[config.mk]
export PLATFORM = sky130hd
export DESIGN_NAME = fifo_wr_arbiter_flat
export DESIGN_NICKNAME = d
export VERILOG_FILES = /design/src/rtl/fifo_pkg.sv /design/src/rtl/fifo_wr_arbiter_if.sv /design/src/rtl/rr_pick.sv /design/src/rtl/fifo_wr_arbiter.sv /design/src/flat_wrapper.sv
export SDC_FILE = /design/constraint.sdc
export NUM_CORES = 1
export LEC_CHECK = 0
export CORE_MARGIN = 5
export CORE_UTILIZATION = 38
export DETAILED_ROUTE_END_ITERATION = 10
export MAX_ROUTING_LAYER = met4
export PLACE_DENSITY = 0.91
export SLEW_MARGIN = 0
export SYNTH_ARGS = -nofsm -noshare
export SYNTH_HDL_FRONTEND = slang
export SYNTH_SLANG_ARGS = --single-unit
[constraint.sdc]
create_clock -name wclk -period 3.77 [get_ports wclk]
set_input_delay 0.754 -clock wclk [delete_from_list [all_inputs] [get_ports wclk]]
set_output_delay 0.754 -clock wclk [all_outputs]
set_load 0.01 [all_outputs]
[src/rtl/fifo_pkg.sv]
// fifo_pkg: shared definitions for the FIFO write-side blocks.
//   state_e : arbiter FSM state encoding (ST_IDLE / ST_BURST)
//   clog2   : ceiling log2 used for index and counter widths
package fifo_pkg;

    typedef enum logic {
        ST_IDLE  = 1'b0,
        ST_BURST = 1'b1
    } state_e;

    // clog2(0) and clog2(1) both return 0.
    function automatic int unsigned clog2(input int unsigned value);
        int unsigned res;
        res = 0;
        while ((32'd1 << res) < value) begin
            res++;
        end
        return res;
    endfunction

endpackage

[src/rtl/fifo_wr_arbiter_if.sv]
// fifo_wr_arbiter_if: bundle between the write-domain requesters and the FIFO write port.
//   req/last/data : per-requester request, end-of-burst marker, packed data
//   full          : FIFO full flag from the write-pointer handler
//   w_en/wdata    : FIFO write port
//   gnt/owner/busy: per-beat accept strobe, current/last owner, burst in progress
// master = arbiter side, slave = requester/FIFO side.
interface fifo_wr_arbiter_if #(
    parameter int unsigned NREQ       = 4,
    parameter int unsigned DATA_WIDTH = 8
);
    import fifo_pkg::*;

    localparam int unsigned OW = (NREQ > 1) ? clog2(NREQ) : 1;

    logic [NREQ-1:0]            req;
    logic [NREQ-1:0]            last;
    logic [NREQ*DATA_WIDTH-1:0] data;
    logic                       full;
    logic                       w_en;
    logic [DATA_WIDTH-1:0]      wdata;
    logic [NREQ-1:0]            gnt;
    logic [OW-1:0]              owner;
    logic                       busy;

    modport master (
        input  req, last, data, full,
        output w_en, wdata, gnt, owner, busy
    );

    modport slave (
        output req, last, data, full,
        input  w_en, wdata, gnt, owner, busy
    );

endinterface

[src/rtl/rr_pick.sv]
// rr_pick: combinational round-robin priority selector.
//   req    : request vector
//   rr_ptr : highest-priority index; search order rr_ptr, rr_ptr+1, ... modulo NREQ
//   valid  : any request set
//   index  : first set request in search order (0 when none)
module rr_pick
    import fifo_pkg::*;
#(
    parameter int unsigned NREQ = 4
) (
    input  logic [NREQ-1:0]                         req,
    input  logic [((NREQ > 1) ? clog2(NREQ) : 1)-1:0] rr_ptr,
    output logic                                    valid,
    output logic [((NREQ > 1) ? clog2(NREQ) : 1)-1:0] index
);

    localparam int unsigned PW = (NREQ > 1) ? clog2(NREQ) : 1;

    // One extra bit so rr_ptr + offset never overflows before the wrap compare.
    logic [PW:0] cand;

    // Walk from the lowest priority to the highest so the last hit wins.
    always_comb begin
        valid = |req;
        index = '0;
        cand  = '0;
        for (int i = NREQ - 1; i >= 0; i--) begin
            cand = {1'b0, rr_ptr} + (PW + 1)'(i);
            if (cand >= (PW + 1)'(NREQ)) begin
                cand = cand - (PW + 1)'(NREQ);
            end
            if (req[cand[PW-1:0]]) begin
                index = cand[PW-1:0];
            end
        end
    end

endmodule

[src/rtl/fifo_wr_arbiter.sv]
// fifo_wr_arbiter: round-robin burst arbiter sharing the FIFO write port among NREQ
// write-domain requesters. A granted requester owns the port for up to MAX_BURST
// accepted beats; bursts are separated by a single IDLE arbitration cycle.
//   wclk   : write-domain clock
//   wrst_n : asynchronous active-low reset
//   bus    : fifo_wr_arbiter_if master modport (req/last/data/full in,
//            w_en/wdata/gnt/owner/busy out)
module fifo_wr_arbiter
    import fifo_pkg::*;
#(
    parameter int unsigned NREQ       = 4,
    parameter int unsigned DATA_WIDTH = 8,
    parameter int unsigned MAX_BURST  = 4
) (
    input  logic              wclk,
    input  logic              wrst_n,
    fifo_wr_arbiter_if.master bus
);

    localparam int unsigned OW = (NREQ > 1) ? clog2(NREQ) : 1;
    localparam int unsigned BW = clog2(MAX_BURST) + 1;

    state_e          state_q;
    logic [OW-1:0]   owner_q;
    logic [OW-1:0]   rr_ptr_q;
    logic [BW-1:0]   beat_cnt_q;
    logic            busy_q;

    logic            pick_valid;
    logic [OW-1:0]   pick_idx;
    logic [OW-1:0]   owner_next;
    logic            accept;
    logic            burst_end;
    logic            w_en;
    logic [NREQ-1:0] gnt;
    logic [DATA_WIDTH-1:0] wdata;

    rr_pick #(
        .NREQ (NREQ)
    ) u_pick (
        .req    (bus.req),
        .rr_ptr (rr_ptr_q),
        .valid  (pick_valid),
        .index  (pick_idx)
    );

    // Explicit wrap keeps non-power-of-2 NREQ correct.
    assign owner_next = (owner_q == OW'(NREQ - 1)) ? '0 : owner_q + 1'b1;

    // Write port is combinational on the owner's live request and full, so a
    // stalled beat is retried the very cycle full drops.
    always_comb begin
        accept    = 1'b0;
        burst_end = 1'b0;
        w_en      = 1'b0;
        gnt       = '0;
        wdata     = '0;
        if (state_q == ST_BURST) begin
            accept       = bus.req[owner_q] & ~bus.full;
            w_en         = accept;
            gnt[owner_q] = accept;
            wdata        = bus.data[owner_q*DATA_WIDTH +: DATA_WIDTH];
            // A dropped request abandons the burst without writing.
            burst_end    = ~bus.req[owner_q] |
                           (accept & (bus.last[owner_q] |
                                      (beat_cnt_q == BW'(MAX_BURST - 1))));
        end
    end

    always_ff @(posedge wclk or negedge wrst_n) begin
        if (!wrst_n) begin
            state_q    <= ST_IDLE;
            owner_q    <= '0;
            rr_ptr_q   <= '0;
            beat_cnt_q <= '0;
            busy_q     <= 1'b0;
        end else begin
            unique case (state_q)
                ST_IDLE: begin
                    if (pick_valid) begin
                        owner_q    <= pick_idx;
                        beat_cnt_q <= '0;
                        busy_q     <= 1'b1;
                        state_q    <= ST_BURST;
                    end
                end
                ST_BURST: begin
                    if (accept) begin
                        beat_cnt_q <= beat_cnt_q + 1'b1;
                    end
                    if (burst_end) begin
                        rr_ptr_q <= owner_next;
                        busy_q   <= 1'b0;
                        state_q  <= ST_IDLE;
                    end
                end
                default: begin
                    state_q <= ST_IDLE;
                    busy_q  <= 1'b0;
                end
            endcase
        end
    end

    assign bus.w_en  = w_en;
    assign bus.gnt   = gnt;
    assign bus.wdata = wdata;
    assign bus.owner = owner_q;
    assign bus.busy  = busy_q;

endmodule

[src/flat_wrapper.sv]
// flat-port wrapper written by rule: the top's interface ports become plain ports
module fifo_wr_arbiter_flat import fifo_pkg::*;
#(
    parameter int unsigned NREQ       = 4,
    parameter int unsigned DATA_WIDTH = 8,
    parameter int unsigned MAX_BURST  = 4
)
  (wclk, wrst_n, bus_req, bus_last, bus_data, bus_full, bus_w_en, bus_wdata, bus_gnt, bus_owner, bus_busy);
  fifo_wr_arbiter_if #(.NREQ(NREQ), .DATA_WIDTH(DATA_WIDTH)) bus_i ();
  input  logic wclk;
  input  logic wrst_n;
  input wire logic [$bits(bus_i.req)-1:0] bus_req;
  input wire logic [$bits(bus_i.last)-1:0] bus_last;
  input wire logic [$bits(bus_i.data)-1:0] bus_data;
  input wire logic [$bits(bus_i.full)-1:0] bus_full;
  output wire logic [$bits(bus_i.w_en)-1:0] bus_w_en;
  output wire logic [$bits(bus_i.wdata)-1:0] bus_wdata;
  output wire logic [$bits(bus_i.gnt)-1:0] bus_gnt;
  output wire logic [$bits(bus_i.owner)-1:0] bus_owner;
  output wire logic [$bits(bus_i.busy)-1:0] bus_busy;
  assign bus_i.req = bus_req;
  assign bus_i.last = bus_last;
  assign bus_i.data = bus_data;
  assign bus_i.full = bus_full;
  assign bus_w_en = bus_i.w_en;
  assign bus_wdata = bus_i.wdata;
  assign bus_gnt = bus_i.gnt;
  assign bus_owner = bus_i.owner;
  assign bus_busy = bus_i.busy;
  fifo_wr_arbiter #(.NREQ(NREQ), .DATA_WIDTH(DATA_WIDTH), .MAX_BURST(MAX_BURST)) u_core (.wclk(wclk), .wrst_n(wrst_n), .bus(bus_i));
endmodule
==> impl_metrics.yaml, run 1 <==
outcome:
  status: "completed"
timing:
  finalClockSkew_ns: 0.00854
  rsz0062_at_grt: "false"
  max-slew-margin-rel_pct: 69.3
  min_period_ns: 3.47
  finalSetupViolations: 0
  period_share_pct: 92.1
  max_freq_mhz: 288
  tightest_slew_ns: 0.461
  worst_hold_slack_ns: 0.484
  setup_tns_ns: 0
  final_max_slew_viol_count: 0
  hold_viol_final: 0
clock_tree:
  numCtsBuffers: 3
  path_clk_slew_ns: 0.05
  cts_tree: "done"
  cts-root-buf: "clkbuf_4"
  cts_resized: 0
  ctsHtreeMaxLevel: 1
  clkLatencyLatePin_ns: 0.26
  cts.sinks: 9
  max-clock-path-buffers: 2
  cts_hold_buf: 0
  cts_setup_buffers: 0
global_route:
  grt_max_degree: 15
  grt_overflow_total: 0
  antenna_found_initial: 0
  grt_pass1_vias: 948
  grt.total_usage_pct: 17.9
  grt_pass1_wl_um: 4450
layout:
  drive_gt1_share_pct: 12.6
  num-fill-cells: 155
  area_growth_pct: 74.2
  antennaDiodeCount: 0
  final_common_cell: "clkdlybuf4s50_1"
  mostFrequentLayoutCells: "clkdlybuf4s50_1, and2_1, mux4_2, dfrtp_1, nand2_1"
  fin_nets: 193
critical_path:
  timing.critical_path.to_type: "output pin"
  path_max_fanout: 9
  cp_common_cell: "clkdlybuf4s50_1"
  crit_path_start_kind: "primary input"
  crit_slowest_cell: "clkdlybuf4s50_1"
  reg2reg_to: "u_core.rr_ptr_q[1]"
  r2r_setup_slack_ns: 1.70
  path_cells: "clkdlybuf4s50_1 -> mux4_2 -> nor3b_4 -> and2_1 -> clkdlybuf4s50_1"
  r2r_start: "u_core.bus.owner[0]"
  required_ns: 3.02
  cpPeakStageDelay_ns: 0.57
  r2r_cells: 5
  worstPathArrival_ns: 2.72
  path_delay_family: "buffers and inverters"
  cp_num_buf_inv: 2
  critical_path_class: "in2out"
power_and_ir_drop:
  powerDensity_mw_per_mm2: 587
  p_leak_nw: 0.598
  p_total_mw: 0.879
  ir_drop_v: 0.000357
detailed_routing:
  drt_iter0_markers: 24
  wl_met2_um: 1380
  drtAntennaViolNets: 0
  wl_per_cell_um: 16.3
  vias_per_cell: 5.20
  num_vias: 889
  first_pass_iters: 4
  wl_um: 2790
  drc_errors: 0
  wl_met3_um: 356
  wl_met1_um: 959
  routed.top_layer: "met4"
synth:
  yosysSeqAreaShare_pct: 26.2
  syn_area_per_cell_um2: 10.4
  syn_area_um2: 860
  ys_warn_count: 0
  yosys.area.top_type_share_pct: 26.2
  syn_inst: 83
  synth_area_leader_cell: "dfrtp_1"
  synthTopCellsByArea: "dfrtp_1, mux4_2, and2_1"
  synth_cell_types: 23
  syn_nets: 132
  synth-seq-cells: 9
die:
  core_area_mm2: 0.00219
  dieArea_mm2: 0.00331
  ios: 59
  row_count: 17
  die_w_um: 57.6
  start_util_pct: 39.2
  die_height_um: 57.6
hold_path:
  hold_path_end: "u_core.beat_cnt_q[0]"
  hp-class: "reg2reg"
  hold_depth: 1
  holdCritStartpoint: "u_core.beat_cnt_q[0]"
place:
  dpl.hpwl_um: 2420
  place_congestion: 0.794
  io_buffers: 58
run:
  maxCapViolCount: 0
stage by stage:
| stage | util [%] | instances | cell area (µm²) | worst slack, ns |
|---|---|---|---|---|
| after floorplan | - | 83 | 860 | 1.40 |
| after global placement | 67.2 | 167 | 1470 | 0.341 |
| after detailed placement | 67.2 | 167 | 1470 | 0.301 |
| after CTS | 68.4 | 171 | 1500 | 0.283 |
| after global routing | 68.4 | 171 | 1500 | 0.198 |
| final | 68.4 | 171 | 1500 | 0.299 |
area by class of cell:
| cell class | count | area, µm² | share of cell area, % |
|---|---|---|---|
| sequential | 9 | 225 | 15.0 |
| inverter | 6 | 22.5 | 1.50 |
| tap | 28 | 35.0 | 2.34 |
| clock buffer | 4 | 26.3 | 1.75 |
| timing repair buffer | 60 | 596 | 39.8 |
| multi-input combinational | 64 | 593 | 39.6 |
power by group:
group,switching [mW],internal (mW),total [mW]
Sequential,0.0662,0.141,0.207
Clock,0.0302,0.0406,0.0707
Combinational,0.236,0.365,0.601
flip-flops by register name, indices dropped and copies added, names as in the netlist:
| signal | flops |
|---|---|
| u_core.beat_cnt_q | 3 |
| u_core.bus.busy | 1 |
| u_core.bus.owner | 2 |
| u_core.state_q | 1 |
| u_core.rr_ptr_q | 2 |
kinds of logic (layout without fill, tap and decap cells):
family,count (synthesis),count (layout),synth area share (%)
muxes,16,16,32.0
and+or+nand+nor,30,30,19.8
buffers and inverters,10,70,4.80
AOI/OAI and AO/OA,12,12,8.44
adders and majority gates,6,6,8.73
DFF,9,9,26.2
layer usage:
layer	up-vias	track usage, %
met2	58	31.8
met4	0	8.61
met1	398	17.3
met5	-	-
met3	10	5.88
li1	423	-
synth_stat cells:
| cell type | n |
|---|---|
| nor2_1 | 5 |
| or4_1 | 1 |
| a21oi_1 | 3 |
| nor3b_4 | 1 |
| o21a_1 | 2 |
| mux2i_1 | 5 |
| and2_1 | 12 |
| or2_0 | 1 |
| clkbuf_1 | 1 |
| buf_2 | 3 |
| nand2_1 | 7 |
| mux2_2 | 2 |
| o22ai_1 | 1 |
| nand3_1 | 1 |
| a31oi_1 | 2 |
| ha_1 | 6 |
| dfrtp_1 | 9 |
| nor4_1 | 1 |
| inv_1 | 6 |
| o21ai_0 | 3 |
| a31o_2 | 1 |
| mux4_2 | 9 |
| nand2b_1 | 1 |
worst max path at each step:
stage                           from         end  cells past startpoint
after CTS                 bus_req[0]  bus_gnt[2]                      5
after detailed placement  bus_req[0]  bus_gnt[2]                      5
after global routing      bus_req[0]  bus_gnt[2]                      5
after global placement    bus_req[0]  bus_gnt[1]                      5
final                     bus_req[0]  bus_gnt[2]                      5
after floorplan           bus_req[3]  bus_gnt[0]                      3
Power figures use the tool's default switching activity.
==> run 2: changes to the inputs <==
--- a/config.mk
+++ b/config.mk
@@ -8,6 +8,7 @@
 export CORE_MARGIN = 5
 export CORE_UTILIZATION = 38
 export DETAILED_ROUTE_END_ITERATION = 10
+export GPL_ROUTABILITY_DRIVEN = 0
 export MAX_ROUTING_LAYER = met4
 export PLACE_DENSITY = 0.91
 export SLEW_MARGIN = 0
==> results of run 2 <==
No change in the layout: final DEF, timing and power equal those of run 1.
